===== src/rtl/present_kschd.sv =====
// PRESENT-80 key-schedule controller: drives an external 80-bit key register and issues
// round keys over valid/ready. Optional macro KSCHD_LASTKEY_EN adds the last_key capture port.
module present_kschd #(
    parameter int NRND = 32
) (
    input  logic        ck,
    input  logic        rn,
    input  logic        start,
    input  logic        abort,
    input  logic [0:79] key_in,
    input  logic [0:79] kreg_q,
    output logic        kreg_sta,
    output logic        kreg_act,
    output logic [0:79] kreg_inp,
    output logic [0:79] kreg_nxt,
    output logic [0:63] rk_out,
    output logic        rk_vld,
    input  logic        rk_rdy,
    output logic [4:0]  rnd,
    output logic        busy,
`ifdef KSCHD_LASTKEY_EN
    output logic [0:79] last_key,
`endif
    output logic        done
);

    typedef enum logic [1:0] {IDLE, RUN, FIN} st_t;

    localparam logic [5:0] NR = 6'(NRND);

    st_t        st, st_nx;
    logic [5:0] cnt, cnt_nx;
    logic       cap;
    logic [0:79] t;

    function automatic logic [3:0] sbox(input logic [3:0] x);
        case (x)
            4'h0: sbox = 4'hC;  4'h1: sbox = 4'h5;  4'h2: sbox = 4'h6;  4'h3: sbox = 4'hB;
            4'h4: sbox = 4'h9;  4'h5: sbox = 4'h0;  4'h6: sbox = 4'hA;  4'h7: sbox = 4'hD;
            4'h8: sbox = 4'h3;  4'h9: sbox = 4'hE;  4'hA: sbox = 4'hF;  4'hB: sbox = 4'h8;
            4'hC: sbox = 4'h4;  4'hD: sbox = 4'h7;  4'hE: sbox = 4'h1;  default: sbox = 4'h2;
        endcase
    endfunction

    assign kreg_sta = start;
    assign kreg_inp = key_in;
    assign rk_out   = kreg_q[0:63];
    // Counter is 6 bits so it can reach NRND=32; the port shows the low 5 bits (K32 reads as 0).
    assign rnd      = cnt[4:0];

    always_comb begin
        t        = {kreg_q[61:79], kreg_q[0:60]};
        t[0:3]   = sbox(t[0:3]);
        t[60:64] = t[60:64] ^ cnt[4:0];
        kreg_nxt = t;
    end

    always_comb begin
        st_nx    = st;
        cnt_nx   = cnt;
        kreg_act = 1'b0;
        cap      = 1'b0;
        rk_vld   = (st == RUN);
        busy     = (st == RUN);
        done     = (st == FIN);
        if (start) begin
            st_nx  = RUN;
            cnt_nx = 6'd1;
        end else if (abort) begin
            st_nx  = IDLE;
            cnt_nx = 6'd0;
        end else begin
            case (st)
                RUN: begin
                    if (rk_rdy) begin
                        if (cnt < NR) begin
                            kreg_act = 1'b1;
                            cnt_nx   = cnt + 6'd1;
                        end else begin
                            cap    = 1'b1;
                            st_nx  = FIN;
                            cnt_nx = 6'd0;
                        end
                    end
                end
                FIN:     st_nx = IDLE;
                default: st_nx = IDLE;
            endcase
        end
    end

    always_ff @(posedge ck or negedge rn) begin
        if (!rn) begin
            st  <= IDLE;
            cnt <= 6'd0;
        end else begin
            st  <= st_nx;
            cnt <= cnt_nx;
        end
    end

`ifdef KSCHD_LASTKEY_EN
    // Final key state kept for seeding a decryption run.
    always_ff @(posedge ck or negedge rn) begin
        if (!rn)
            last_key <= '0;
        else if (cap)
            last_key <= kreg_q;
    end
`endif

endmodule


===== config.mk =====
export PLATFORM = sky130hd
export DESIGN_NAME = present_kschd
export DESIGN_NICKNAME = d
export VERILOG_FILES = /design/src/rtl/present_kschd.sv
export SDC_FILE = /design/constraint.sdc
export NUM_CORES = 1
export LEC_CHECK = 0
export BUFFER_PORTS_ARGS = -buffer_cell sky130_fd_sc_hd__buf_4
export CAP_MARGIN = 25
export CORE_AREA = 8 8 147 149
export CTS_CLUSTER_DIAMETER = 50
export DETAILED_ROUTE_END_ITERATION = 10
export DIE_AREA = 0 0 155 157
export GPL_TIMING_DRIVEN = 0
export PLACE_DENSITY = 0.41
export SETUP_SLACK_MARGIN = 0.15
export SLEW_MARGIN = 10
export SYNTH_ARGS = -nofsm -noshare
export SYNTH_HDL_FRONTEND = slang
export SYNTH_SLANG_ARGS = --single-unit

===== constraint.sdc =====
create_clock -name ck -period 1.6 [get_ports ck]
set_clock_uncertainty 0.15 [all_clocks]
set_input_delay 0.24 -clock ck [delete_from_list [all_inputs] [get_ports ck]]
set_output_delay 0.24 -clock ck [all_outputs]
set_load 0.03 [all_outputs]

==> results list, run 1 <==
* Hold Violations, Final: 0
- The total area inside the core boundary comes to just under 20000 um2.
- Tightest hold margin: between 0.08 and 0.09 ns
- Async set or reset register ratio after synthesis: 1.00
- Height of the chip: 157 um
* Slew @ Worst Pin: 0.229 ns
* Clock latency at the later pin of the worst-skew pair: 0.24 ns
* Depth of the critical timing path with buffers and inverters included: 5
- Sinks on the clock net: 8
- Starting density of the core: 0.121
* Most frequent cell after synthesis: buf_4
* Ratio of cells with drive above 1 in the final layout: 0.922
- The largest total area in the synthesized netlist belongs to buf_4.
- The critical path contains buffers and inverters numbering 3 combined.
- For this design the top-level I/O count stands at 399.
* Number of warnings issued by yosys: 0
* Final max-slew violation count: 0
- RR Startpoint: cnt[0]
* Leakage power of the design: 2.69 nW
- The tree is rooted in a clkbuf_16.
- Class of the worst hold path: in2reg
- TritonCTS built the clock tree.
- Post-layout instance area: 4870 um2
- Synth-to-layout area growth: 110%
- Core occupancy in the finished layout: 0.253
- Endpoint of the worst-slack reg-to-reg timing path: cnt[3]
* Category of the worst setup path launch point: input port
- 0 antenna diodes ended up in the layout.
- Post-synthesis cell type count: 31
- The run finished, with violations left.
* Vias in the first global route: 2695
- WL per Instance: 13.6 um
* Setup crit end: kreg_nxt[1]
* Number of antenna violations at the first check in global routing: 0
* Achievable clock frequency: 611 MHz
- In this run the core area contains 51 standard-cell rows.
- Register-to-Register Path Depth: 4
- Total half-perimeter wirelength after legalization and detailed placement: approximately 10000 um
- No sink is reached through more buffers than the 2 on the longest clock path.
* Final Wtd Congestion: 0.723
* Peak ir drop on the vdd network: 0.223 mV
* Class of the most critical setup path: in2out
* Cell family with the largest share of critical-path delay: multiplexers
- The final reports fail on setup timing.
- Most frequently used flop master after synthesis: dfrtp_1
- On the worst path, the slowest cell contributes a delay of 0.48 ns.
- Number of nets with antenna violations after routing: 0
* Critical Path Sink Type: output pin
- Total negative slack for setup checks: -0.0374 ns
* Post-synth top area share: 0.717
- After technology mapping, the gate count stands at approximately 290.
* Post-route minimum period: around 1.6 ns
* Vias/cell: between 3 and 4
- The mapped netlist covers 2320 um2.
- Number of violations reported at the end of detailed-routing iteration 0: 22
- For this run, the register share of the synthesized area comes to 0.0862.
* H-Tree Level Count: 1
* Post-route clock period utilization: 1.02
- Final Net Count: about 730
- Leading post-synthesis cells by instance count: 222 x buf_4, 8 x dfrtp_1, 6 x ha_1, 6 x o21ai_0
- Number of cells in the finished layout apart from fillers: between 800 and 900
* Worst R2R Setup Slack: 0.08 ns
- In this run, synthesis produced a sequential element count of 8.
- Final worst-path setup slack: -0.0374 ns
* Number of placed instances with taps included: between 800 and 900
- Combined global-route utilization of all metal layers: 0.0759
- Clock slew at the register clock pins of the worst setup and hold paths: roughly 0.03 ns
- Total Die Area: 24300 um2
- Required time of the worst setup path: around 1.2 ns
- Along the worst path, the maximum fanout reaches 5.
* Data arrival time of the worst path: 1.25 ns
* Unrepaired setup endpoints after global routing: yes
- Final number of setup-violating endpoints: 1
* Global route overflow: 0
- In this run the mean area of a mapped cell was 7.98 um2.
- Pwr Density: 499 nW/um2
- Slowest cell on the critical path: mux4_2
- Number of iterations in the first detailed-routing pass: 3
* Pin count of the biggest net entering global routing: 11
- TritonCTS created 3 clock buffers.
- After filler insertion, the fill cell instance count of the layout stands at about 2100.
* Via count of the routed design: 2509
- Synthesized netlist net count: 462
- In the post-synthesis netlist, the biggest area contributors are buf_4 72%, dfrtp_1 8.6%, ha_1 3.2%.
* Number of DRC violations after detailed routing: 0
* Startpoint of the worst setup timing path: kreg_q[64]
- In this run, synthesis inferred 0 flip-flops with an integrated enable.
- Input and output buffers added on the ports amount to 246.
* DIE WIDTH: 155 um
- Max-capacitance violation count: 0
- Measured against its own limit, the worst slew margin works out to 0.846.
* Total wire length: 11100 um
* Cells along the critical path: buf_12, inv_8, ha_4, mux4_2, buf_6
- The first global-routing pass estimated approximately 15000 um of wire.
* Cell area reported after detailed placement: around 4500 um2
==> where the power goes <==
| part | leakage [nW] | internal (mW) | switching (mW) | total (mW) |
|---|---|---|---|---|
| clock network | 0.0370 | 0.322 | 0.102 | 0.425 |
| registers | 0.0996 | 0.209 | 0.0108 | 0.220 |
| logic | 2.55 | 0.838 | 0.945 | 1.78 |
==> metal layers <==
layer | vias up | GRT usage | routed length [um]
met1 | 1103 | 0.0524 | 2630
met4 | 0 | 0.0112 | 75
met3 | 7 | 0.0458 | 1640
li1 | 1217 | - | -
met2 | 182 | 0.166 | 6750
met5 | - | 0 | 0
==> metrics by stage <==
stage / power (mW) / setup slack, ns
2_1_floorplan: 1.37 / 0.144
3_3_place_gp: 1.94 / -0.115
3_5_place_dp: 1.94 / -0.115
4_1_cts: 2.43 / -0.0362
5_1_grt: 2.52 / -0.0591
6_report: 2.43 / -0.0374
==> flip-flops by register name (all words and copies together) (netlist names) <==
| name | count |
|---|---|
| cnt | 6 |
| st | 2 |
==> timing repair <==
action / in CTS / in global routing
setup endpoints to repair: 12 / 20
gates cloned: 0 / 0
setup buffers: 8 / 4
gates resized for setup: 29 / 21
hold buffers: 1 / 0
pin swaps: 7 / 11
endpoints found under the hold margin: 8 / 0
==> cell families (layout without fill, tap and decap cells) <==
kind of cell | count (synthesis) | after routing | share of synthesized area
compound gates | 18 | 18 | 0.0452
simple gates | 21 | 21 | 0.0576
xor+xnor | 6 | 6 | 0.0226
flops | 8 | 8 | 0.0862
buf+inv | 229 | 491 | 0.732
mux | 3 | 3 | 0.0237
fa+ha+maj | 6 | 6 | 0.0323
==> layout by cell type, fill, tap and decap left out, drive strengths merged <==
master	instances
buf	482
dfrtp	8
o21ai	7
ha	6
xor2	5
a21oi	5
nand3	4
clkbuf	4
inv	4
nand2	3
nor2	3
mux4	2
o21a	2
a31oi	2
or4	2
xnor2	1
mux2i	1
nor2b	1
and2b	1
or2	1
nand3b	1
nor3	1
or3	1
or3b	1
nor4	1
a311o	1
a21o	1
or4b	1
dlygate4sd3	1
==> how the worst min path moves through the flow <==
stage               cells after the start     end  slack [ns]   from
floorplan                               0  cnt[0]       -0.21     rn
global placement                        1  cnt[4]       -0.08     rn
detailed placement                      1  cnt[4]       -0.08     rn
global route                            2   st[0]         0.1  start
CTS                                     2   st[0]        0.08  start
finish                                  2   st[0]        0.09  start
==> area by class of cell <==
class                           instances  area (um2)  area share
Timing Repair Buffer                  259        2020       0.415
Clock buffer                            3        75.1      0.0154
Multi-Input combinational cell         54         505       0.104
Buffer                                225        1700       0.350
Tap cell                              265         332      0.0681
Sequential cell                         8         205      0.0421
Inverter                                4        27.5     0.00565
No activity file was read; power rests on OpenSTA's default activity.
==> inputs of run 2 (changes only) <==
--- a/config.mk
+++ b/config.mk
@@ -5,13 +5,13 @@
 export SDC_FILE = /design/constraint.sdc
 export NUM_CORES = 1
 export LEC_CHECK = 0
+export ABC_CLOCK_PERIOD_IN_PS = 2000
 export BUFFER_PORTS_ARGS = -buffer_cell sky130_fd_sc_hd__buf_4
 export CAP_MARGIN = 25
 export CORE_AREA = 8 8 147 149
 export CTS_CLUSTER_DIAMETER = 50
 export DETAILED_ROUTE_END_ITERATION = 10
 export DIE_AREA = 0 0 155 157
-export GPL_TIMING_DRIVEN = 0
 export PLACE_DENSITY = 0.41
 export SETUP_SLACK_MARGIN = 0.15
 export SLEW_MARGIN = 10
==> constraint.sdc (replaced) <==
create_clock -name ck -period 2 [get_ports ck]
set_clock_uncertainty 0.15 [all_clocks]
set_input_delay 0.3 -clock ck [delete_from_list [all_inputs] [get_ports ck]]
set_output_delay 0.3 -clock ck [all_outputs]
set_load 0.03 [all_outputs]
==> run 2 against run 1 <==
The run now ends clean. Non-clock buffer count is 442 lower. Power shrank 70%. Sequential share of layout area is 10 points higher. Critical path depth is the same. Design area fell by 72%. Worst hold slack gained 0.062 ns. Cell count down 54%. Sequential power down 21%. Via count fell by 64%. Count of clock-buffer cells in the layout did not move. Flip-flop and latch count unchanged. Setup slack gained 0.21 ns. Critical path type unchanged.
==> results list, run 2 (synthesis gave the netlist of run 1 again) <==
* Achievable clock frequency: 548 MHz
- The clock-pin slew on the worst setup and hold paths is 0.03 ns (about the same).
- Met2 usage: 0.0667 (-0.0992)
* Clock Tree Root: clkbuf_16
- Global-route wire length before repair: 7820 um (-47%)
- Class of the worst hold path: in2reg
- The floorplan core area came to 19200 um2 (unchanged).
* Number of violations reported at the end of detailed-routing iteration 0: 13 (-41%)
* Peak ir drop on the vdd network: 0.215 mV (-3.8%)
- Multi-input gate area in the final layout: 437 um2 (-14%)
* Unrepaired setup endpoints after global routing: no
- The cell row count came to 51 (unchanged).
* Category of the worst setup path launch point: input port
- Most frequent standard cell in the layout excluding fill and tap cells: buf_4
* Worst R2R Setup Slack: 0.37 ns (+0.29 ns)
- The worst hold-check slack came to 0.149 ns (+0.0623 ns).
- Flip-flop count of the largest register, all copies and words added: 6 (unchanged)
- The static power due to leakage was 0.524 nW (-81%).
- Antenna diode instance count: 0 (unchanged)
* Endpoint of the worst-slack reg-to-reg timing path: cnt[4]
- The height of the chip was 157 um (unchanged).
- Setup slack at placement: 0.0898 ns (+0.205 ns)
- Maximum fanout along the worst path: 5 (unchanged)
* Pin count of the biggest net entering global routing: 15 (+4)
- Status: complete, no violations
- The post-route core utilization is 0.0720 (-0.181).
- The number of stages on the worst hold path came to 2 (unchanged).
- Met1 demand-to-capacity share in global routing: 0.0228 (-0.0296)
* Post-route minimum period: 1.82 ns
- Leaving out fill and tap cells, the most frequent cells in the layout are 39 x buf_4, 8 x dfrtp_1, 5 x xor2_1, 5 x o21ai_0, 5 x a21oi_1.
* Class of the most critical setup path: in2out
- The via count is 907 (-64%).
- The share of final-layout standard cells stronger than drive strength 1 is 0.468 (-0.454).
- The count of final max-slew check failures came to 0 (unchanged).
* Total of fill cells in the finished design: 2263 (+8.3%)
- The relative slew slack is 0.755 (-0.0910).
- The number of buffers added by the clock tree synthesis step is 3 (unchanged).
- The HPWL after detailed placement was 5070 um (-50%).
* Number of antenna violations at the first check in global routing: 0 (unchanged)
- The critical path's largest stage delay came to 0.48 ns (about the same).
- Total negative slack for setup checks: 0 ns (+0.0374 ns)
- Dividing the final minimum period by the clock period gives 0.912.
* Pwr Density: 525 nW/um2 (+5.4%)
* Final Net Count: 284 (-61%)
- Required time of the worst setup path: 1.55 ns (+0.34 ns)
* Number of buffers inserted by port buffering: 40 (-84%)
* Sinks on the clock net: 8 (unchanged)
- The maximum clock path buffer count was 2 (unchanged).
* Worst Hold End: st[0]
- Number of nets with antenna violations after routing: 0 (unchanged)
- After global routing, the most crowded layer is met2.
- The number of cells traversed by the worst register-to-register path was 4 (unchanged).
* Reg with most FFs: cnt
* Most numerous cell on the critical path: buf_4
- Slew @ Worst Pin: 0.367 ns (+0.139 ns)
- The horizontal die dimension is 155 um (unchanged).
* Clock latency at the later pin of the worst-skew pair: 0.23 ns (about the same)
- Boundary Pins: 399 (unchanged)
- TritonCTS built the clock tree.
* Hold Startpoint: start
* Vias/cell: 2.41 (-21%)
* Hold Violations, Final: 0 (unchanged)
- Cells along the critical path: buf_4, buf_4, ha_2, mux4_2, buf_6
- Max-capacitance violation count: 0 (unchanged)
- Top flop regs: cnt x6, st x2
* Global route overflow: 0 (unchanged)
- Final Wtd Congestion: 0.680 (-5.9%)
- Startpoint of the worst setup timing path: kreg_q[63]
* Starting density of the core: 0.121 (unchanged)
- Slowest cell on the critical path: mux4_2
* Sequential cell area in the final layout: 200 um2 (-2.4%)
- Final worst-path setup slack: 0.176 ns (+0.214 ns)
- The number of global-route vias before repair came to 1065 (-60%).
- WL per Instance: 15.4 um (+13%)
- Synth-to-layout area growth: -40.4%
* Total Die Area: 24300 um2 (unchanged)
* Final number of setup-violating endpoints: 0 (-1)
- The global routing met3 resource utilization came to 0.0568 (+0.0110).
- RR Startpoint: cnt[0]
* Combined global-route utilization of all metal layers: 0.0435 (-0.0324)
* Total wire length: 5780 um (-48%)
- Number of iterations in the first detailed-routing pass: 4 (+1)
* Number of DRC violations after detailed routing: 0 (unchanged)
- The maximum level of the CTS H-tree came to 1 (unchanged).
- Data arrival time of the worst path: 1.37 ns (+0.12 ns)
- Critical Path Sink Type: output pin
-- run 2: changes by cell type in the layout (fill, tap and decap cells not counted), moves of 2 or more --
| cell | change |
|---|---|
| dfrtp_1 | +4 |
| buf_4 | -423 |
| inv_2 | +2 |
| a21oi_2 | -3 |
| ha_1 | +2 |
| buf_6 | -15 |
| dfrtp_2 | -4 |
| a21oi_1 | +3 |
| o21ai_0 | +4 |
| o21ai_1 | -3 |
-- run 2: layout make-up --
cell class              count  area share
flip-flops and latches      8       0.145
well taps                 265       0.240
repair buffers             42       0.235
clock buffers               3      0.0542
multi-input cells          54       0.316
inverters                   4      0.0108
-- run 2: worst max-delay path by stage --
stage	slack, ns	endpoint
global placement	0.09	kreg_nxt[1]
finish	0.18	kreg_nxt[2]
CTS	0.16	kreg_nxt[2]
detailed placement	0.09	kreg_nxt[1]
global route	0.15	kreg_nxt[1]
floorplan	0.17	kreg_nxt[3]
-- run 2: layer usage --
| metal | part of all wire | up-vias | routed length (um) |
|---|---|---|---|
| met2 | 0.45 | 183 | 2630 |
| met5 | 0 | - | 0 |
| met1 | 0.20 | 337 | 1150 |
| met3 | 0.28 | 54 | 1600 |
| li1 | - | 333 | - |
| met4 | 0.071 | 0 | 408 |
-- run 2: power breakdown --
part / internal [mW] / total, mW / switching, mW
sequential: 0.167 / 0.174 / 0.00755
combinational: 0.0928 / 0.223 / 0.130
clock: 0.257 / 0.330 / 0.0727
-- run 2: critical path: cells and delay by family --
| family | cells | cell delay [ns] |
|---|---|---|
| adder cells (fa/ha/maj) | 1 | 0.18 |
| buffers and inverters | 3 | 0.43 |
| multiplexers | 1 | 0.48 |
-- run 2: through the flow --
stage	power, mW	std cells	cell area (um2)
after floorplan	1.09	291	2320
after global placement	0.390	372	1280
after detailed placement	0.392	372	1280
after CTS	0.737	376	1380
after global routing	0.764	376	1380
final	0.727	376	1380
-- run 2: repair_timing --
item / 4_1_cts / 5_1_grt
setup buffers: 0 / 0
setup endpoints to repair: 2 / 3
gates resized for setup: 4 / 3
hold buffers: 1 / 0
endpoints found under the hold margin: 8 / 0
==> inputs of run 3 (changes only) <==
--- a/config.mk
+++ b/config.mk
@@ -8,11 +8,11 @@
 export ABC_CLOCK_PERIOD_IN_PS = 2000
 export BUFFER_PORTS_ARGS = -buffer_cell sky130_fd_sc_hd__buf_4
 export CAP_MARGIN = 25
-export CORE_AREA = 8 8 147 149
+export CORE_AREA = 8 8 151 153
 export CTS_CLUSTER_DIAMETER = 50
 export DETAILED_ROUTE_END_ITERATION = 10
-export DIE_AREA = 0 0 155 157
-export PLACE_DENSITY = 0.41
+export DIE_AREA = 0 0 159 161
+export PLACE_DENSITY = 0.4
 export SETUP_SLACK_MARGIN = 0.15
 export SLEW_MARGIN = 10
 export SYNTH_ARGS = -nofsm -noshare
==> run 3 against run 2 <==
Wire length down 6.9%. Power grew 1.2%. Register-to-register slack better by 0.06 ns. Flip-flop and latch count unchanged. Count of clock-buffer cells in the layout unchanged. Core utilization decreased by 0.39 points. Die area increased by 5.2%. Via count is 0.11% lower. Fmax up 1.3%. Largest cell class unchanged. Highest routed layer unchanged.
==> results list, run 3 (synthesis gave the netlist of run 1 again) <==
* Max-capacitance violation count: 0 (unchanged)
- Worst-case clock buffer depth: 2 (unchanged)
- Synth-to-layout area growth: -39.7%
- The signal on the critical path passes through buf_4, inv_2, ha_4, mux4_2, buf_6.
- The total track usage came to 0.0379 (-0.00559).
* Number of buffers inserted to repair setup after CTS: 0 (unchanged)
- The count of final max-slew check failures is 0 (unchanged).
* Hold Violations, Final: 0 (unchanged)
* Category of the worst setup path launch point: input port
- Vias/cell: 2.34 (-2.9%)
- Global route overflow: 0 (unchanged)
* Status: complete, no violations
- Unrepaired setup endpoints after global routing: no
* Multi-input gate area in the final layout: 434 um2 (-0.57%)
- The clock-pin slew on the worst setup and hold paths was 0.04 ns (about the same).
- Pwr Density: 525 nW/um2 (about the same)
- The number of flip-flops in the largest register is 6 (unchanged).
* Number of cells in the finished layout apart from fillers: 387 (+2.9%)
* Worst slew slack as a fraction of its limit: 0.740 (-0.0154)
- Critical Path Sink Type: output pin
- The combined flip-flop and latch cell area came to 200 um2 (unchanged).
* Final number of setup-violating endpoints: 0 (unchanged)
- The number of I/O port buffers came to 40 (unchanged).
- Core area: 20600 um2 (+7.0%)
- TritonCTS built the clock tree.
- Number of DRC violations after detailed routing: 0 (unchanged)
- Total of fill cells in the finished design: 2439 (+7.8%)
* Pin count of the biggest net entering global routing: 15 (unchanged)
* Final Wtd Congestion: 0.666 (-2.2%)
- The root buffer cell chosen for the clock tree is clkbuf_16.
* Data arrival time of the worst path: 1.35 ns (-0.02 ns)
* Reg with most FFs: cnt
- The clock sink count is 8 (unchanged).
- Total negative slack for setup checks: 0 ns (unchanged)
- The initial antenna violation count came to 0 (unchanged).
- The setup path with the least slack is of type in2out.
* Leakage power of the design: 0.529 nW (+0.99%)
- The height of the chip came to 161 um (+2.5%).
- H-Tree Level Count: 1 (unchanged)
- Slew @ Worst Pin: 0.390 ns (+0.0231 ns)
- The number of placed cells counting well taps came to 383 (+3.0%).
- The number of detailed-routing iterations run before antenna repair was 5 (+1).
- The HPWL after detailed placement was 4660 um (-8.1%).
- The wire length reported by the detailed router came to 5380 um (-6.9%).
- Number of violations reported at the end of detailed-routing iteration 0: 19 (+6)
- Slowest cell on the critical path: mux4_2
- The critical path's largest stage delay is 0.48 ns (about the same).
- Via count of the routed design: 906 (-0.11%)
* Most used cells in the layout excluding fill and tap cells: 41 x buf_4, 8 x dfrtp_1, 6 x o21ai_0
- The wire length per cell was 13.9 um (-9.6%).
- The clock latency on the worst-skew pair is 0.23 ns (about the same).
- Number of nets with antenna violations after routing: 0 (unchanged)
- The peak ir drop on the vdd network was 0.209 mV (-2.5%).
* Achievable clock frequency: 555 MHz (+1.3%)
* Boundary Pins: 399 (unchanged)
- The critical-path maximum fanout came to 5 (unchanged).
- Required time of the worst setup path: 1.55 ns (about the same)
* Class of the worst hold path: in2reg
- The number of buffers added by the clock tree synthesis step was 3 (unchanged).
- The area of the die is 25600 um2 (+5.2%).
- The shortest period the worst path allows came to 1.80 ns (-0.0228 ns).
- The number of global-route vias before repair is 990 (-7.0%).
* DIE WIDTH: 159 um (+2.6%)
* Final Net Count: 285 (+0.35%)
* Ratio of cells with drive above 1 in the final layout: 0.464 (-0.00418)
- The antenna diode count came to 0 (unchanged).
- Leaving out fill and tap cells, the most frequent cell in the layout is buf_4.
* Top flop regs: cnt x6, st x2
* Number of placement rows: 53 (+3.9%)
- Post-route clock period utilization: 0.901 (-0.0114)
* Starting density of the core: 0.113 (-0.00794)
- The post-route core utilization came to 0.0681 (-0.00394).
- The global-route wire length before repair is 7160 um (-8.5%).
run 3: cell count changes in the layout (fill, tap and decap cells not counted), sizes merged:
cell,previous run,this run
buf,41,42
run 3: stage by stage:
step                      instance area [um2]  total power [mW]  worst slack, ns  hold slack [ns]
final                                    1400             0.736            0.199            0.142
after global placement                   1300             0.397           0.0969          -0.0202
after floorplan                          2320              1.09            0.169           -0.146
after detailed placement                 1300             0.399           0.0921          -0.0197
after global routing                     1400             0.772            0.159            0.149
after CTS                                1400             0.747            0.151            0.148
run 3: critical path: cells and delay by family:
family / cells / cell delay [ns]
buffers and inverters: 3 / 0.37
adders and majority gates: 1 / 0.20
muxes: 1 / 0.48
run 3: worst paths after layout:
| check | startpoint | endpoint | slack [ns] | depth (start not counted) |
|---|---|---|---|---|
| worst max-delay path | kreg_q[64] | kreg_nxt[1] | 0.20 | 5 |
| worst min-delay path | start | st[0] | 0.14 | 2 |
| worst max register to register | cnt[1] | cnt[4] | 0.43 | 4 |
| worst min register to register | st[1] | st[0] | 0.48 | 2 |
| max in group asynchronous | rn | st[1] | 1.28 | 2 |
| min in group asynchronous | rn | cnt[2] | 0.29 | 2 |
run 3: final cells by class:
class                   instances  area share
inverters                       4      0.0125
repair buffers                 43       0.235
multi-input cells              54       0.310
clock buffers                   3      0.0536
flip-flops and latches          8       0.143
well taps                     275       0.246
run 3: repair_timing:
item                                    in CTS  in global routing
resized for setup                            4                  1
hold buffers                                 1                  0
endpoints found under the setup margin       1                  1
pin swaps                                    1                  0
hold endpoints to repair                     8                  0
run 3: routing by layer:
layer,vias up,part of all wire,global-route usage
met5,-,0,0
met4,0,0.080,0.0403
met3,54,0.26,0.0428
met2,158,0.44,0.0556
met1,357,0.23,0.0234
li1,337,-,-
run 3: where the power goes:
part           switching (mW)  internal (mW)  total (mW)
clock                  0.0785          0.258       0.336
sequential            0.00443          0.167       0.171
combinational           0.134         0.0940       0.228
total                   0.217          0.519       0.736
